<file path="config.mk">
export PLATFORM = sky130hd
export DESIGN_NAME = sqrt_rr_scheduler
export DESIGN_NICKNAME = d
export VERILOG_FILES = /design/src/rtl/sqrt_sched_pkg.sv /design/src/rtl/SquareRoot.sv /design/src/rtl/sqrt_rr_scheduler_arbiter.sv /design/src/rtl/sqrt_rr_scheduler.sv
export SDC_FILE = /design/constraint.sdc
export NUM_CORES = 1
export LEC_CHECK = 0
export CORE_MARGIN = 10
export CORE_UTILIZATION = 57
export CTS_BUF_LIST = sky130_fd_sc_hd__clkbuf_4 sky130_fd_sc_hd__clkbuf_8
export DETAILED_ROUTE_END_ITERATION = 10
export GPL_TIMING_DRIVEN = 0
export PLACE_DENSITY_LB_ADDON = 0.15
export SETUP_SLACK_MARGIN = 0.15
export SLEW_MARGIN = 20
export SYNTH_ARGS = -nofsm -noshare
export SYNTH_HDL_FRONTEND = slang
export SYNTH_SLANG_ARGS = --single-unit
</file>
<file path="constraint.sdc">
create_clock -name clk -period 28.3 [get_ports clk]
set_input_delay 5.66 -clock clk [delete_from_list [all_inputs] [get_ports clk]]
set_output_delay 5.66 -clock clk [all_outputs]
set_load 0.01 [all_outputs]
</file>
<file path="src/rtl/sqrt_sched_pkg.sv">
// Shared types and the round-robin pick function for schedulers that
// time-share a single square-root datapath.
package sqrt_sched_pkg;

  localparam int DEF_DW    = 16;
  localparam int DEF_N_REQ = 4;
  localparam int MAX_N_REQ = 8;
  localparam int PICK_W    = 3;

  typedef enum logic [1:0] {
    IDLE = 2'd0,
    CALC = 2'd1,
    RESP = 2'd2
  } state_e;

  typedef struct packed {
    logic              found;
    logic [PICK_W-1:0] idx;
  } rr_pick_t;

  // Scan ptr, ptr+1, ... (mod n) and return the first requester with valid set.
  function automatic rr_pick_t rr_pick(input logic [MAX_N_REQ-1:0] valid,
                                       input logic [PICK_W-1:0]    ptr,
                                       input int                   n);
    rr_pick_t pick_s;
    int       j;
    pick_s.found = 1'b0;
    pick_s.idx   = 3'd0;
    for (int k = 0; k < MAX_N_REQ; k++) begin
      j = (int'(ptr) + k) % n;
      if ((k < n) && !pick_s.found && valid[j[PICK_W-1:0]]) begin
        pick_s.found = 1'b1;
        pick_s.idx   = j[PICK_W-1:0];
      end
    end
    return pick_s;
  endfunction

endpackage

</file>
<file path="src/rtl/SquareRoot.sv">
// Combinational integer square root: b = floor(sqrt(a)), upper byte always 0.
module SquareRoot (
  input  logic [15:0] a,
  output logic [15:0] b
);

  logic [7:0]  root_s;
  logic [7:0]  cand_s;
  logic [15:0] sq_s;

  // Greedy bit-by-bit root: keep each bit whose square still fits under a.
  always_comb begin
    root_s = 8'd0;
    cand_s = 8'd0;
    sq_s   = 16'd0;
    for (int i = 7; i >= 0; i--) begin
      cand_s = root_s | (8'd1 << i);
      sq_s   = {8'd0, cand_s} * {8'd0, cand_s};
      if (sq_s <= a) begin
        root_s = cand_s;
      end else begin
        root_s = root_s;
      end
    end
    b = {8'd0, root_s};
  end

endmodule

</file>
<file path="src/rtl/sqrt_rr_scheduler_arbiter.sv">
// Round-robin arbiter: combinational pick from a registered pointer that
// advances past the winner only when the grant is actually taken.
module rr_arbiter
  import sqrt_sched_pkg::*;
#(
  parameter int N_REQ = DEF_N_REQ,
  parameter int IDW   = $clog2(N_REQ)
) (
  input  logic             clk,
  input  logic             rst,
  input  logic [N_REQ-1:0] valid,
  input  logic             enable,
  input  logic             accept,
  output logic [N_REQ-1:0] grant,
  output logic [IDW-1:0]   grant_idx,
  output logic             found
);

  logic [IDW-1:0]       ptr_r;
  logic [IDW-1:0]       next_ptr_s;
  logic [MAX_N_REQ-1:0] valid_ext_s;
  rr_pick_t             pick_s;

  // Winner search starting at the rotating pointer.
  always_comb begin
    valid_ext_s              = 8'd0;
    valid_ext_s[N_REQ-1:0]   = valid;
    pick_s                   = rr_pick(valid_ext_s, PICK_W'(ptr_r), N_REQ);
    grant_idx                = pick_s.idx[IDW-1:0];
    found                    = pick_s.found;
  end

  // One-hot grant, suppressed whenever the consumer cannot take an operand.
  always_comb begin
    grant = {N_REQ{1'b0}};
    if (enable && pick_s.found) begin
      grant[grant_idx] = 1'b1;
    end else begin
      grant = {N_REQ{1'b0}};
    end
  end

  // Pointer moves to the requester after the winner, wrapping at N_REQ.
  always_comb begin
    if (grant_idx == IDW'(N_REQ - 1)) begin
      next_ptr_s = {IDW{1'b0}};
    end else begin
      next_ptr_s = grant_idx + 1'b1;
    end
  end

  // Idle cycles leave the pointer untouched so fairness follows service order.
  always_ff @(posedge clk or posedge rst) begin
    if (rst) begin
      ptr_r <= {IDW{1'b0}};
    end else if (accept) begin
      ptr_r <= next_ptr_s;
    end
  end

endmodule

</file>
<file path="src/rtl/sqrt_rr_scheduler.sv">
// Time-shares one SquareRoot unit among N_REQ requesters: round-robin admit,
// hold the operand for CALC_CYCLES, then return a tagged result.
module sqrt_rr_scheduler
  import sqrt_sched_pkg::*;
#(
  parameter int N_REQ       = DEF_N_REQ,
  parameter int DW          = DEF_DW,
  parameter int CALC_CYCLES = 1,
  parameter int IDW         = $clog2(N_REQ)
) (
  input  logic                clk,
  input  logic                rst,
  input  logic [N_REQ-1:0]    req_valid,
  input  logic [N_REQ*DW-1:0] req_data,
  output logic [N_REQ-1:0]    req_ready,
  output logic                resp_valid,
  input  logic                resp_ready,
  output logic [IDW-1:0]      resp_id,
  output logic [DW-1:0]       resp_operand,
  output logic [DW-1:0]       resp_root,
  output logic                busy
);

  state_e         state_r;
  state_e         state_nxt_s;
  logic [3:0]     cnt_r;
  logic [DW-1:0]  a_r;
  logic [DW-1:0]  root_r;
  logic [IDW-1:0] id_r;
  logic [DW-1:0]  sqrt_b_s;
  logic [DW-1:0]  sel_data_s;
  logic [IDW-1:0] grant_idx_s;
  logic           found_s;
  logic           arb_en_s;
  logic           accept_s;
  logic           calc_done_s;

  assign arb_en_s    = (state_r == IDLE) && !rst;
  assign accept_s    = arb_en_s && found_s;
  assign calc_done_s = (cnt_r == 4'(CALC_CYCLES - 1));
  assign sel_data_s  = req_data[int'(grant_idx_s) * DW +: DW];

  rr_arbiter #(
    .N_REQ (N_REQ),
    .IDW   (IDW)
  ) u_arb (
    .clk       (clk),
    .rst       (rst),
    .valid     (req_valid),
    .enable    (arb_en_s),
    .accept    (accept_s),
    .grant     (req_ready),
    .grant_idx (grant_idx_s),
    .found     (found_s)
  );

  // The datapath only ever sees the registered operand, making it a multicycle path.
  SquareRoot u_sqrt (
    .a (a_r),
    .b (sqrt_b_s)
  );

  // Next-state decode for the admit / compute / respond sequence.
  always_comb begin
    state_nxt_s = state_r;
    case (state_r)
      IDLE: begin
        if (accept_s) state_nxt_s = CALC;
        else          state_nxt_s = IDLE;
      end
      CALC: begin
        if (calc_done_s) state_nxt_s = RESP;
        else             state_nxt_s = CALC;
      end
      RESP: begin
        if (resp_ready) state_nxt_s = IDLE;
        else            state_nxt_s = RESP;
      end
      default: state_nxt_s = IDLE;
    endcase
  end

  // State register.
  always_ff @(posedge clk or posedge rst) begin
    if (rst) begin
      state_r <= IDLE;
    end else begin
      state_r <= state_nxt_s;
    end
  end

  // Operand capture, settle counter and root capture; later req_data changes cannot reach a_r.
  always_ff @(posedge clk or posedge rst) begin
    if (rst) begin
      a_r    <= {DW{1'b0}};
      id_r   <= {IDW{1'b0}};
      cnt_r  <= 4'd0;
      root_r <= {DW{1'b0}};
    end else begin
      case (state_r)
        IDLE: begin
          if (accept_s) begin
            a_r   <= sel_data_s;
            id_r  <= grant_idx_s;
            cnt_r <= 4'd0;
          end
        end
        CALC: begin
          cnt_r <= cnt_r + 4'd1;
          if (calc_done_s) begin
            root_r <= sqrt_b_s;
          end
        end
        default: begin
          cnt_r <= cnt_r;
        end
      endcase
    end
  end

  assign resp_valid   = (state_r == RESP);
  assign resp_id      = resp_valid ? id_r : {IDW{1'b0}};
  assign resp_operand = resp_valid ? a_r : {DW{1'b0}};
  assign resp_root    = resp_valid ? root_r : {DW{1'b0}};
  assign busy         = (state_r != IDLE);

endmodule

</file>
==> flow_summary.toml <==
[timing]
holdWs_ns = 0.473
relSlewSlack_pct = 43.2
slew_viol_final = 0
rsz0062_at_grt = "no"
worst_slew_pin_slew_ns = 0.852
fin_crit_sh_pct = 93.8
skew_ns = 0.00750
finalHoldViolCount = 0
max_freq_mhz = 37.7
setup_viol = 0
min_period_ns = 26.55
finalSetupTns_ns = 0

[global_routing]
grt_first_pass_wirelength_um = 32400
antenna_found_initial = 0
track_usage_pct = 22.4
grt_max_degree = 35
grt_pass1_vias = 6693
grt_overflow = 0

[detailed_routing]
wl_per_cell_um = 17.9
drt_iter0_markers = 305
antenna_left = 0
viasPerCell = 5.59
routed_wirelength_um = 20000
drc = 0
first_pass_iters = 9
num_vias = 6229

[clocking]
h-tree-depth = 2
path_clk_slew_ns = 0.07
clk_latency_ns = 0.30
cts-hold-fix-buffers = 0
cts_made_buffers = 5
cts_tree = "done"
root_buffer = "clkbuf_8"
cts.sinks = 34
clock_tree.buffer_depth = 2

[worst_setup_path]
cp-end-kind = "flop"
worst_r2r_endpoint = "root_r[0]"
r2r-start = "a_r[12]"
path_class = "flop to flop"
cpMostUsedCell = "ha_1"
crit_path_top_delay_cell = "fa_1"
cp_max_fo = 13
slowest_delay_ns = 0.58
required_ns = 28.47
crit_start = "a_r[12]"
arrival_ns = 26.73
rr_worst_depth = 109
r2r_setup_slack_ns = 1.75
endpoint = "root_r[0]"
worst_setup_path_start_kind = "flop"

[synthesis]
syn_area_per_cell_um2 = 8.76
yosysTopAreaCellShare_pct = 26.3
synth_top_area_cell = "ha_1"
async_flop_share_pct = 100
synth-seq-cells = 34
netlist_top_cells_area = "ha_1 (26%), fa_1 (14%), dfrtp_1 (12%), inv_1 (6.1%), mux2i_1 (5.0%)"
synth_top_flop_cell = "dfrtp_1"
synth_commonest_cells = "ha_1 (151), inv_1 (116), nand2_1 (55), nor2_1 (50), fa_1 (49)"
synth_area_um2 = 7180
synth_cell_types = 60
synth_edf_count = 0
ys_seq_area_share_pct = 11.8
synth.yosys.warnings = 0
yosys.cell_count.top_type = "ha_1"
synth_cells = 820

[hold_path]
hold_path.class = "flop to flop"

[floorplanning]
io_pins = 111
die-area_um2 = 17500
start_util_pct = 59.0
dieHeight_um = 132
die_w_um = 132
fp.coreArea_um2 = 12200
num_rows = 40

[placed_design]
dp_hpwl_um = 16600
gp_congestion = 0.851
io_buffers = 102

[run]
max_cap_violations = 0

[final_layout]
antenna_cells = 0
drive_gt1_share_pct = 7.92
final_nets = 1218
area_growth_pct = 20.2

[status]
outcome = "complete, no violations"
[cells in the final DEF, fill, tap and decap left out, drive strengths merged, types with 10 or more instances in the layout]
cell type / count
nand4: 12
nor3: 10
clkbuf: 19
mux2i: 36
xor2: 16
inv: 113
nor2: 52
and2: 21
dfrtp: 34
buf: 26
clkdlybuf4s50: 102
fa: 49
xnor2: 39
a21oi: 40
ha: 151
mux2: 16
o21ai: 48
nand2: 55
[stage by stage]
step	util [%]	instance area [µm²]	setup slack, ns	instances
after floorplan	-	7210	4.45	827
after global placement	69.4	8440	0.705	1097
after detailed placement	69.4	8440	0.140	1097
after CTS	70.1	8530	0.164	1105
after global routing	70.9	8630	0.150	1115
final	70.9	8630	1.75	1115
[what timing repair did]
action	CTS	global route
buffers inserted	1	10
endpoints found under the hold margin	0	0
endpoints found under the setup margin	1	1
resized for setup	1	13
pin swaps	0	1
[sequential cells by signal (all words and copies together), names as in the netlist]
register	cells
id_r	2
cnt_r	4
state_r	2
u_arb.ptr_r	2
a_r	16
root_r	8
[worst min path at each step]
stage / start / endpoint / slack, ns / depth (start not counted)
2_1_floorplan: id_r[0] / id_r[0] / 0.44 / 2
3_3_place_gp: id_r[0] / id_r[0] / 0.46 / 2
3_5_place_dp: root_r[4] / root_r[4] / 0.46 / 2
4_1_cts: root_r[4] / root_r[4] / 0.48 / 2
5_1_grt: id_r[0] / id_r[0] / 0.51 / 2
6_report: root_r[4] / root_r[4] / 0.47 / 2
[worst max-delay path: cells and delay by family (launching register included)]
| kind | cells | cell delay, ns |
|---|---|---|
| xor gates and xnor gates | 8 | 1.16 |
| and+or+nand+nor | 17 | 3.32 |
| adders and majority gates | 31 | 12.18 |
| buffers and inverters | 20 | 3.49 |
| DFF | 1 | 0.40 |
| AOI/OAI and AO/OA | 33 | 5.86 |
[cell families (layout without fill, tap and decap cells)]
family,after synthesis,count (layout),synth area share (%)
adder cells (fa/ha/maj),200,200,40.0
AND/OR/NAND/NOR,189,189,13.2
buffers and inverters,146,266,8.40
AO/OA/AOI/OAI,143,143,12.3
XOR/XNOR,55,55,6.71
multiplexers,52,52,7.53
flip-flops,34,34,11.8
other,1,8,0.0522
[layer usage]
metal  vias up  share of wire, %  GRT usage (%)  wire [µm]
met4         0               2.7           6.72        537
met1      3025                40           25.5       8060
li1       3023                 -              -          -
met3        38               3.9           2.59        772
met2       143                53           42.3      10600
met5         -                 0              0          0
[area by class of cell]
class	count	area, µm²
repair buffers	113	1100
well taps	168	210
inverters	117	454
flip-flops and latches	34	851
multi-input cells	647	5760
plain buffers	29	168
clock buffers	5	68.8
clock inverters	2	10.0
fillers	1001	3530
Power is not shown: default switching activity piles up to over one toggle a cycle in this logic, so the estimate is an artifact.
